`src/rtl/lsu_ctrl.sv`:
```
// Load/store sequencer between the MEM stage and a handshaked data memory.
// Aligns and extends load data, builds store byte lanes, flags misalignment and ack timeouts.
module lsu_ctrl #(
    parameter int TIMEOUT = 64
) (
    input  logic        i_clk,
    input  logic        i_reset,
    input  logic        i_req,
    input  logic        i_we,
    input  logic [31:0] i_addr,
    input  logic [31:0] i_wdata,
    input  logic [2:0]  i_sl_sel,
    output logic        o_stall,
    output logic        o_ld_valid,
    output logic [31:0] o_ld_data,
    output logic        o_misalign,
    output logic        o_bus_err,
    output logic        o_mem_req,
    output logic        o_mem_we,
    output logic [31:0] o_mem_addr,
    output logic [31:0] o_mem_wdata,
    output logic [3:0]  o_mem_bmask,
    input  logic        i_mem_ack,
    input  logic [31:0] i_mem_rdata
);
    localparam int CNT_W = $clog2(TIMEOUT);
    localparam logic [2:0] SEL_B  = 3'b001;
    localparam logic [2:0] SEL_H  = 3'b010;
    localparam logic [2:0] SEL_W  = 3'b011;
    localparam logic [2:0] SEL_BU = 3'b100;
    localparam logic [2:0] SEL_HU = 3'b101;

    typedef enum logic [1:0] {S_IDLE, S_ACCESS, S_RESP} state_t;

    state_t           state;
    logic [CNT_W-1:0] cnt;
    logic [2:0]       sel_p0;
    logic [1:0]       off_p0;
    logic             legal;
    logic             misaligned;
    logic             accept;

    function automatic logic [31:0] load_extend(input logic [31:0] rdata,
                                                input logic [1:0]  off,
                                                input logic [2:0]  sel);
        logic [31:0]        sh;
        logic signed [7:0]  sb;
        logic signed [15:0] shw;
        sh  = rdata >> {off, 3'b000};
        sb  = sh[7:0];
        shw = sh[15:0];
        case (sel)
            SEL_B:   return 32'(sb);
            SEL_BU:  return {24'd0, sh[7:0]};
            SEL_H:   return 32'(shw);
            SEL_HU:  return {16'd0, sh[15:0]};
            default: return sh;
        endcase
    endfunction

    function automatic logic [3:0] store_mask(input logic [2:0] sel,
                                              input logic [1:0] off,
                                              input logic       we);
        if (!we) return 4'hF;
        case (sel)
            SEL_B:   return 4'b0001 << off;
            SEL_H:   return off[1] ? 4'b1100 : 4'b0011;
            default: return 4'hF;
        endcase
    endfunction

    function automatic logic [31:0] store_data(input logic [2:0]  sel,
                                               input logic [31:0] d);
        case (sel)
            SEL_B:   return {4{d[7:0]}};
            SEL_H:   return {2{d[15:0]}};
            default: return d;
        endcase
    endfunction

    always_comb begin
        legal      = 1'b0;
        misaligned = 1'b0;
        case (i_sl_sel)
            SEL_B:  legal = 1'b1;
            SEL_H:  begin legal = 1'b1;  misaligned = i_addr[0];    end
            SEL_W:  begin legal = 1'b1;  misaligned = |i_addr[1:0]; end
            SEL_BU: legal = !i_we;
            SEL_HU: begin legal = !i_we; misaligned = i_addr[0];    end
            default: legal = 1'b0;
        endcase
    end

    // Reset gates the combinational handshake so nothing leaks out while it is held.
    assign accept     = (state == S_IDLE) && i_req && legal && !misaligned && !i_reset;
    assign o_misalign = (state == S_IDLE) && i_req && legal && misaligned && !i_reset;
    assign o_stall    = accept || (state == S_ACCESS);
    assign o_mem_req  = (state == S_ACCESS);

    // Accept stage: operand bookkeeping needed only to format the returned word.
    always_ff @(posedge i_clk) begin
        if (accept) begin
            sel_p0 <= i_sl_sel;
            off_p0 <= i_addr[1:0];
        end
    end

    always_ff @(posedge i_clk or posedge i_reset) begin
        if (i_reset) begin
            state       <= S_IDLE;
            cnt         <= '0;
            o_ld_valid  <= 1'b0;
            o_ld_data   <= '0;
            o_bus_err   <= 1'b0;
            o_mem_we    <= 1'b0;
            o_mem_addr  <= '0;
            o_mem_wdata <= '0;
            o_mem_bmask <= '0;
        end else begin
            o_ld_valid <= 1'b0;
            o_ld_data  <= '0;
            o_bus_err  <= 1'b0;
            case (state)
                S_IDLE: begin
                    if (accept) begin
                        o_mem_we    <= i_we;
                        o_mem_addr  <= {i_addr[31:2], 2'b00};
                        o_mem_wdata <= store_data(i_sl_sel, i_wdata);
                        o_mem_bmask <= store_mask(i_sl_sel, i_addr[1:0], i_we);
                        cnt         <= '0;
                        state       <= S_ACCESS;
                    end
                end
                // Access stage: ack takes priority over the timeout on the final cycle.
                S_ACCESS: begin
                    if (i_mem_ack) begin
                        if (!o_mem_we) begin
                            o_ld_valid <= 1'b1;
                            o_ld_data  <= load_extend(i_mem_rdata, off_p0, sel_p0);
                        end
                        state <= S_RESP;
                    end else if (cnt == CNT_W'(TIMEOUT - 1)) begin
                        o_bus_err <= 1'b1;
                        state     <= S_RESP;
                    end else begin
                        cnt <= cnt + 1'b1;
                    end
                end
                S_RESP:  state <= S_IDLE;
                default: state <= S_IDLE;
            endcase
        end
    end
endmodule

```
`config.mk`:
```
export PLATFORM = sky130hd
export DESIGN_NAME = lsu_ctrl
export DESIGN_NICKNAME = d
export VERILOG_FILES = /design/src/rtl/lsu_ctrl.sv
export SDC_FILE = /design/constraint.sdc
export NUM_CORES = 1
export LEC_CHECK = 0
export ABC_AREA = 1
export CORE_MARGIN = 1.5
export CORE_UTILIZATION = 40
export DETAILED_ROUTE_END_ITERATION = 12
export PLACE_DENSITY_LB_ADDON = 0.3
export SYNTH_ARGS = -nofsm -noshare
export SYNTH_HDL_FRONTEND = slang
export SYNTH_SLANG_ARGS = --single-unit
```
`constraint.sdc`:
```
create_clock -name i_clk -period 4.8 [get_ports i_clk]
set_clock_uncertainty 0.05 [all_clocks]
set_input_delay 0.96 -clock i_clk [delete_from_list [all_inputs] [get_ports i_clk]]
set_output_delay 0.96 -clock i_clk [all_outputs]
set_load 0.01 [all_outputs]
```
==> metrics.cfg <==
[sta]
rsz0062_at_grt = no
holdWs_ps = 425.7
slew_viol_final = 0
setup-tns-final_ps = 0
fmax_mhz = 269.0
worstMarginPinSlew_ps = 871.1
fin_crit_sh_pct = 77.44
relSlewSlack_pct = 41.86
min_period_ps = 3717
finalHoldViolCount = 0
setup_violations = 0

[power]
clockPowerShare_pct = 37.8
p_leak_uw = 0.003949
power.density_nw_per_um2 = 433.8
p_comb_share_pct = 26.0
p_seq_share_pct = 36.2
p_sw_uw = 1006
power_switching_share_pct = 28.35
p_int_uw = 2541
vdd_drop_max_mv = 0.2524

[clock_network]
cts_buffers = 17
ctsHoldBuffers = 0
clock-sinks = 114
clk_pin_slew_ps = 50
cts-resized-gates = 0
clk_latency_ps = 400
cts_tree = built
clock-root-buffer = clkbuf_16
clock_path_buffers = 2
h-tree-depth = 4
cts_setup_buffers = 0

[placement]
hpwl_um = 10580
post_dp_cell_area_um2 = 7540
dp_cells = 1040
gp_congestion = 0.8268
port_buffers = 207

[worst_setup_path]
required_ps = 3790
rr_endpoint = sel_p0[2]
crit_arrival_ps = 2710
crit_path_end_kind = output pin
critical_path_class = input pin to output pin
cpMostUsedCell = clkdlybuf4s50_1
r2r_setup_slack_ps = 2240
cpPeakStageDelay_ps = 570
cp_cell_sequence = clkdlybuf4s50_1 -> o21ai_0 -> nand3_1 -> inv_2 -> nand2_4 -> nand2_1 -> clkdlybuf4s50_1
reg2reg_depth = 8
crit_fanout = 6
startpoint_type = input pin
cp_slowest_cell = clkdlybuf4s50_1
r2r-start = state[0]

[cells_and_area]
layout-drive-gt1-share_pct = 9.152
fillCellCount = 1213
multiInputGateArea_um2 = 2240
final_nets = 988
antennaDiodeCount = 0
design_area_um2 = 8175
instances_no_fill = 1072
seq_area_um2 = 2878
syn2layout_area_growth_pct = 50.31

[synthesis]
yosys.area.top_type_share_pct = 50.15
ys_seq_area_share_pct = 52.91
synthCells = 685
netlist_top_cells_count = nand2_1, dfrtp_1, nor2_1, nand3_1
synth-edff-count = 5
synth_top_cell_by_area = dfrtp_1
yosysUniqueCellTypes = 34
synth_flop_cell = dfrtp_1
yosys_warnings = 0
avgSynthCellArea_um2 = 7.940
yosys-top-cells-area = dfrtp_1, nand2_1, nand3_1, nor2_1, edfxtp_1
synth_most_common_cell = nand2_1
syn-cell-area_um2 = 5439
async_reset_ff_share_pct = 95.61
synth_seq_cells = 114

[floorplan]
start_util_pct = 41.07
rows = 42
core_region_area_um2 = 13240
dieArea_um2 = 14310
fp.dieH_um = 119.6
die_x_um = 119.6
io-pin-count = 210

[route]
dr.pass1.iters = 5
via_per_inst = 4.762
num_vias = 5105
drc = 0
drtIter0Drc = 430
wl_met3_um = 1178
routed_wl_um = 15240
top_layer = met4
wl_met2_um = 7212
met1_length_um = 6692
wire_per_inst_um = 14.22
final_antenna_net_count = 0

[grt]
grt_pass1_vias = 4883
grt_overflow = 0
antenna_found_initial = 0
grt_use_total_pct = 21.66
grt_pass1_wl_um = 24430
grt_max_degree = 75

[run]
cap_viol_max_count = 0

[min_path]
min_to = o_mem_addr[6]
hp-start = o_mem_addr[6]
worstHoldPathCells = 2
hold_path.class = register to register

[status]
status = completed

-- power by group through the flow --
| stage | registers [µW] | clock network, µW | logic (µW) |
|---|---|---|---|
| after floorplan | 1370 | 0 | 286 |
| after global placement | 1290 | 0 | 918 |
| after detailed placement | 1290 | 0 | 932 |
| after CTS | 1280 | 1360 | 935 |
| after global routing | 1310 | 1410 | 1000 |
| final | 1280 | 1340 | 922 |
-- through the flow --
stage                     setup slack, ps  total power (µW)  utilization (%)
final                                1083              3547            61.73
after global routing                991.6              3723            61.73
after CTS                            1078              3580            61.73
after detailed placement             1078              2221            56.94
after global placement               1105              2208            56.94
after floorplan                     449.5              1658                -
-- how the worst max path moves through the flow --
stage,start,end,slack (ps),cells past startpoint
6_report,i_we,o_stall,1080,7
5_1_grt,i_sl_sel[0],o_stall,990,8
4_1_cts,i_sl_sel[0],o_stall,1080,8
3_5_place_dp,i_sl_sel[0],o_stall,1080,8
3_3_place_gp,i_sl_sel[0],o_stall,1100,8
2_1_floorplan,i_reset,o_stall,450,9
-- cells in the final DEF, fill, tap and decap left out, types with 6 or more instances in the layout --
| cell type | Yosys | layout |
|---|---|---|
| a21oi_1 | 18 | 18 |
| a31oi_1 | 22 | 22 |
| clkbuf_16 | 0 | 18 |
| clkdlybuf4s50_1 | 0 | 207 |
| dfrtp_1 | 109 | 109 |
| inv_1 | 18 | 17 |
| inv_2 | 6 | 6 |
| nand2_1 | 328 | 328 |
| nand2_2 | 22 | 22 |
| nand3_1 | 38 | 38 |
| nor2_1 | 47 | 47 |
| o21ai_0 | 13 | 13 |
| or2_2 | 7 | 7 |
-- kinds of logic after synthesis --
group                      Yosys count  synth area share, %
xor gates and xnor gates             1               0.1611
adders and majority gates            1               0.2300
DFF                                114                52.91
buffers and inverters               59                5.981
AOI/OAI and AO/OA                   55                5.889
other                                1              0.06895
and+or+nand+nor                    454                34.76
-- critical path, delay by kind of cell --
family / cells / cell delay (ps)
buffers and inverters: 3 / 1220
AO/OA/AOI/OAI: 1 / 240
AND/OR/NAND/NOR: 3 / 280
-- final cells by class --
class / count / share of cell area, %
sequential: 114 / 35.20
clock inverter: 13 / 2.097
multi-input combinational: 513 / 27.40
clock buffer: 19 / 5.678
tap: 176 / 2.694
timing repair buffer: 210 / 25.62
inverter: 27 / 1.316
-- registers in the layout, summed over array words and instances, names as in the netlist --
signal	flops
sel_p0	3
cnt	6
o_mem_wdata	32
o_ld_valid	1
o_mem_addr	30
o_bus_err	1
state	2
o_mem_bmask	4
off_p0	2
o_mem_we	1
o_ld_data	32
-- layer usage --
| layer | global-route usage, % | vias up |
|---|---|---|
| met5 | 0 | - |
| met2 | 35.42 | 187 |
| met1 | 27.70 | 2358 |
| met3 | 7.082 | 12 |
| met4 | 5.878 | 0 |
| li1 | - | 2548 |
(Power assumes the default switching activity.)
